`src/rtl/deserializer_mod.sv`:
```
// Receive side of the electrode-configuration serial link.
// Rebuilds, qualifies and commits N_ELECTRODES-bit frames.
module deserializer_mod #(
  parameter int N_ELECTRODES = 55,
  parameter bit MSB_FIRST    = 1'b1,
  parameter int CNT_W        = 16
) (
  input  logic                    CLK,
  input  logic                    RST_N,
  input  logic                    serial_in,
  input  logic                    enable_config,
  output logic [N_ELECTRODES-1:0] electr_config_out,
  output logic                    config_valid,
  output logic                    frame_error,
  output logic                    rx_busy,
  output logic [CNT_W-1:0]        frame_cnt
);

  localparam int BW = $clog2(N_ELECTRODES + 1);

  typedef enum logic [1:0] {
    IDLE,
    SHIFT,
    CHECK,
    ERR_WAIT
  } state_t;

  state_t                  r_state;
  state_t                  w_state_nxt;
  logic [N_ELECTRODES-1:0] r_shift;
  logic [N_ELECTRODES-1:0] w_shift_in;
  logic [BW-1:0]           r_cnt;
  logic                    w_sample;
  logic                    w_commit;
  logic                    w_err;

  assign w_shift_in = MSB_FIRST
    ? {r_shift[N_ELECTRODES-2:0], serial_in}
    : {serial_in, r_shift[N_ELECTRODES-1:1]};

  always_ff @(posedge CLK or negedge RST_N) begin
    if (!RST_N) r_state <= IDLE;
    else        r_state <= w_state_nxt;
  end

  always_comb begin
    w_state_nxt = r_state;
    w_sample    = 1'b0;
    w_commit    = 1'b0;
    w_err       = 1'b0;
    unique case (r_state)
      IDLE: begin
        if (enable_config) begin
          w_sample    = 1'b1;
          w_state_nxt = SHIFT;
        end
      end
      SHIFT: begin
        if (enable_config) begin
          w_sample = 1'b1;
          if (r_cnt == BW'(N_ELECTRODES - 1))
            w_state_nxt = CHECK;
        end else begin
          w_err       = 1'b1;
          w_state_nxt = IDLE;
        end
      end
      CHECK: begin
        // Envelope still high after N bits means an overlong frame
        if (enable_config) begin
          w_err       = 1'b1;
          w_state_nxt = ERR_WAIT;
        end else begin
          w_commit    = 1'b1;
          w_state_nxt = IDLE;
        end
      end
      ERR_WAIT: begin
        if (!enable_config) w_state_nxt = IDLE;
      end
      default: w_state_nxt = IDLE;
    endcase
  end

  always_ff @(posedge CLK or negedge RST_N) begin
    if (!RST_N) begin
      r_shift           <= '0;
      r_cnt             <= '0;
      electr_config_out <= '0;
      config_valid      <= 1'b0;
      frame_error       <= 1'b0;
      rx_busy           <= 1'b0;
      frame_cnt         <= '0;
    end else begin
      config_valid <= w_commit;
      frame_error  <= w_err;
      rx_busy      <= (w_state_nxt != IDLE);
      if (w_sample) begin
        r_shift <= w_shift_in;
        r_cnt   <= (r_state == IDLE) ? BW'(1) : r_cnt + BW'(1);
      end
      if (w_commit) begin
        electr_config_out <= r_shift;
        frame_cnt         <= frame_cnt + CNT_W'(1);
      end
    end
  end

endmodule

```
`config.mk`:
```
export PLATFORM = sky130hd
export DESIGN_NAME = deserializer_mod
export DESIGN_NICKNAME = d
export VERILOG_FILES = /design/src/rtl/deserializer_mod.sv
export SDC_FILE = /design/constraint.sdc
export NUM_CORES = 1
export LEC_CHECK = 0
export CAP_MARGIN = 25
export CORE_MARGIN = 2
export CORE_UTILIZATION = 54
export CTS_CLUSTER_DIAMETER = 150
export DETAILED_ROUTE_END_ITERATION = 10
export HOLD_SLACK_MARGIN = 0.02
export PLACE_DENSITY = 0.79
export SYNTH_ARGS = -nofsm -noshare
export SYNTH_HDL_FRONTEND = slang
export SYNTH_SLANG_ARGS = --single-unit
```
`constraint.sdc`:
```
create_clock -name CLK -period 2.03 [get_ports CLK]
set_input_delay 0.3045 -clock CLK [delete_from_list [all_inputs] [get_ports CLK]]
set_output_delay 0.3045 -clock CLK [all_outputs]
set_load 0.02 [all_outputs]
```
# == After elaboration in Yosys (flattened, before gate mapping) ==
# Cells that the tools add are included.
# classes
eq_ne,4
add_sub_neg,2
reduce_logical,3
mux,12
# ops
op,n
$add A16 B1 Y16 const B,1
$mux W2,5
$pmux W2 S4,1
$add A6 B1 Y6 const B,1
$eq A6 B6 Y1 const B,1
$mux W6,1
$eq A2 B2 Y1 const B,2
$mux W1,4
$eq A2 B1 Y1 const B,1
$logic_not A2 Y1,1
$pmux W1 S2,1
$reduce_bool A2 Y1,1
$reduce_or A2 Y1,1
# word_totals
wordCells,29
ff_bits,137
out_inout_bits,74
input_bits,4

# == Logic depth before layout (Yosys ltp) ==
# depth
depth_word,5
depth_mapped,6
depth_no_buf,5

# == Worst setup path before layout ==
# No wires, ideal clock.
# synth_timing
kind,reg-to-reg
startpoint,register r_state[0]
endpoint,register electr_config_out[17]
arrival_time_ps,1434
stages_incl_launch_ff,6
setup_time_ps,125
t_required_ps,1905
setup_slack_ps,471
n_path_buf,3
synth_period_minus_slack_ps,1559
cell_sequence,dfrtp_1 > buf_2 > nor3b_4 > buf_4 > buf_6 > mux2_2
# synth_via
elab_chain_len,2
# synth_rtl
element,line_no,text
start: declaration,28,state_t r_state;
start signal: assignment,43,else r_state <= w_state_nxt;
$eq A2 B2 Y1,51,unique case (r_state)
$mux W1,51,
named net w_commit,34,logic w_commit;
end signal: assignment,103,electr_config_out <= r_shift;
end: declaration,12,"output logic [N_ELECTRODES-1:0] electr_config_out,"
# The timed path passes the listed nets, and every way through them passes these cells.
# A chain may end at the register's enable or synchronous reset.

# == Worst setup path in the final report ==
# layout_timing
startpoint,register frame_cnt[3]
endpoint,output port frame_cnt[3]
# layout_lines
element,line_no,text
start: declaration,16,output logic [CNT_W-1:0] frame_cnt
start signal: assignment,104,frame_cnt <= frame_cnt + CNT_W'(1);
# No word-level cell between the ends.

==> impl_metrics.yaml <==
worst_setup_path:
  cpMaxStageDelayCell: "clkdlybuf4s50_1"
  worstPathArrival_ps: 1590
  critical_path_buf_inv_count: 1
  cp_top_family: "buffers and inverters"
  critPathCaptureType: "primary output"
  slowest_delay_ps: 640
  path_max_fanout: 7
  r2r_cells: 5
  crit_cells: 1
  startpoint_type: "register"
  required_ps: 1730
  crit_chain: "clkdlybuf4s50_1"
  critPathKind: "reg -> out"
logic_synthesis:
  ys_types: 31
  yosysTopAreaCell: "dfrtp_1"
  yosysTopAreaCellShare_pct: 64.64
  synth_top_cells_by_count: "nand2_1 (182), dfrtp_1 (137), mux2_2 (57), xnor2_1 (13), buf_2 (12)"
  syn_inst: 458
  yosys_warnings: 0
  ys_ff_latch: 137
  synth.avg_cell_area_sq_um: 11.58
  ys_seq_area_share_pct: 64.64
  synth_edf_count: 0
  synth_area_sq_mm: 0.005304
  ys_top_cells_by_area: "dfrtp_1 (65%), nand2_1 (13%), mux2_2 (12%), xnor2_1 (2.1%), buf_2 (1.1%)"
  synth_nets: 465
  ys.flop_type: "dfrtp_1"
  yosysMostFrequentCell: "nand2_1"
  async_reset_ff_share_pct: 100.0
power_and_ir_drop:
  p_leak_uw: 0.003480
  p_total_uw: 6389
  swShare_pct: 21.12
  sequentialPowerShare_pct: 46.5
  clockPowerShare_pct: 49.3
  pwr-share-comb_pct: 4.2
  power.internal_uw: 5040
  ir_drop_uv: 584.3
  cellPowerDensity_mw_per_mm2: 924.3
  power.switching_uw: 1349
grt:
  antenna_found_initial: 0
  use_met2_pct: 36.41
  grt_overflow: 0
  grt_use_met3_pct: 5.424
  grt_usage_pct: 21.83
  grt_use_met1_pct: 27.67
  grt_max_degree: 58
  grt_pass1_vias: 3634
  grt_busiest_layer: "met2"
  grt_pass1_wl_mm: 17.51
timing:
  max_freq_mhz: 526.8
  fin_crit_sh_pct: 93.51
  min_period_ps: 1898
  rsz0062_at_grt: "no"
  tightest_slew_ps: 545.8
  setup_ws_ps: 131.8
  finalHoldViolations: 0
  drv_slew: 0
  setup-violations-final: 0
  relSlewSlack_pct: 63.61
  setup_tns_ps: 0
  skew_ps: 7.033
cts:
  cts_resized: 0
  cts.sinks: 137
  cts_max_level: 4
  clock-root-buffer: "clkbuf_8"
  tritoncts: "done"
  clk_pin_slew_ps: 60
  numCtsBuffers: 17
  cts_buffer_depth: 2
  insertion_delay_ps: 510
  cts_setup_buffers: 0
layout:
  finalNetCount: 551
  fill_cells: 697
  post-route-util_pct: 71.72
  drive_above_1_share_pct: 17.99
  antenna_cells: 0
  areaGrowthSynthToFinish_pct: 30.34
placed_design:
  hpwl_mm: 6.531
  globalplace.congestion: 0.7553
  pre_cts_slack_ps: 134.3
  port_buffers: 77
floorplan:
  ioPinCount: 78
  start_util_pct: 55.02
  die_w_microns: 103.1
  rows: 36
  core_sq_mm: 0.009639
  die_y_microns: 103.1
  die_area_sq_mm: 0.01063
route:
  drtIter0Drc: 165
  first_pass_iters: 4
  via_per_inst: 5.132
  vias: 3536
  ant_nets: 0
  drt-total-wl_mm: 10.45
  drc: 0
  routedWlPerCell_microns: 15.16
outcome:
  status: "complete, no violations"
min_path:
  hold_path.class: "in -> async"
run:
  maxCapViolCount: 0
[stage by stage]
| step | instances | hold WS, ps | instance area, sq um |
|---|---|---|---|
| 2_1_floorplan | 458 | 8.909 | 5304 |
| 3_3_place_gp | 657 | 300.6 | 6292 |
| 3_5_place_dp | 657 | 309.3 | 6292 |
| 4_1_cts | 689 | 310.4 | 6913 |
| 5_1_grt | 689 | 321.7 | 6913 |
| 6_report | 689 | 319.8 | 6913 |
[registers in the layout, summed over array words and instances (netlist names)]
register	cells
electr_config_out	55
r_shift	55
frame_cnt	16
r_cnt	6
r_state	2
config_valid	1
frame_error	1
rx_busy	1
[final timing paths]
path                              startpoint               endpoint  slack (ps)
worst min-delay path                   RST_N  electr_config_out[48]         320
max in group asynchronous              RST_N           config_valid        1090
worst min register to register   r_shift[50]            r_shift[51]         490
worst max register to register    r_state[0]          frame_cnt[15]         330
worst max-delay path            frame_cnt[3]           frame_cnt[3]         130
min in group CLK                   serial_in             r_shift[0]         330
[cell type report]
cell class	instances	area (sq um)	area share, %
clock inverter	7	140.1	2.027
timing repair buffer	90	934.6	13.52
sequential	137	3428	49.59
inverter	2	7.507	0.1086
multi-input combinational	296	1765	25.54
clock buffer	24	470.5	6.805
tap	133	166.4	2.407
[power by group through the flow]
stage	Sequential, uW	Combinational [uW]	Clock, uW
2_1_floorplan	2980	159	0
3_3_place_gp	3000	256	0
3_5_place_dp	3010	272	0
4_1_cts	2970	279	3200
5_1_grt	2990	319	3320
6_report	2970	271	3150
[metal layers]
| metal | share of wire [%] | vias up |
|---|---|---|
| li1 | - | 1663 |
| met1 | 42 | 1790 |
| met2 | 54 | 72 |
| met3 | 3.1 | 11 |
| met4 | 1.2 | 0 |
| met5 | 0 | - |
[placed cells by master (no fill, tap or decap), types with 3 or more instances in the layout]
cell	netlist	layout
buf_12	0	5
buf_4	1	7
bufinv_16	0	4
clkbuf_1	9	4
clkbuf_16	0	16
clkbuf_8	0	4
clkdlybuf4s50_1	0	76
dfrtp_1	137	137
ha_1	3	3
mux2_2	57	57
nand2_1	182	182
nand3_1	6	6
nand4_1	7	7
nor3_1	3	3
xnor2_1	13	13
[kinds of logic after synthesis]
family | share of synthesized area, %
compound gates | 1.203
xor+xnor | 2.477
fa+ha+maj | 0.7078
buf+inv | 2.265
flops | 64.64
mux | 12.29
simple gates | 16.42
[what timing repair did]
item | CTS | global route
setup endpoints to repair | 0 | 0
hold buffers | 1 | 0
endpoints found under the hold margin | 55 | 0
No activity file was read; power rests on OpenSTA's default activity.
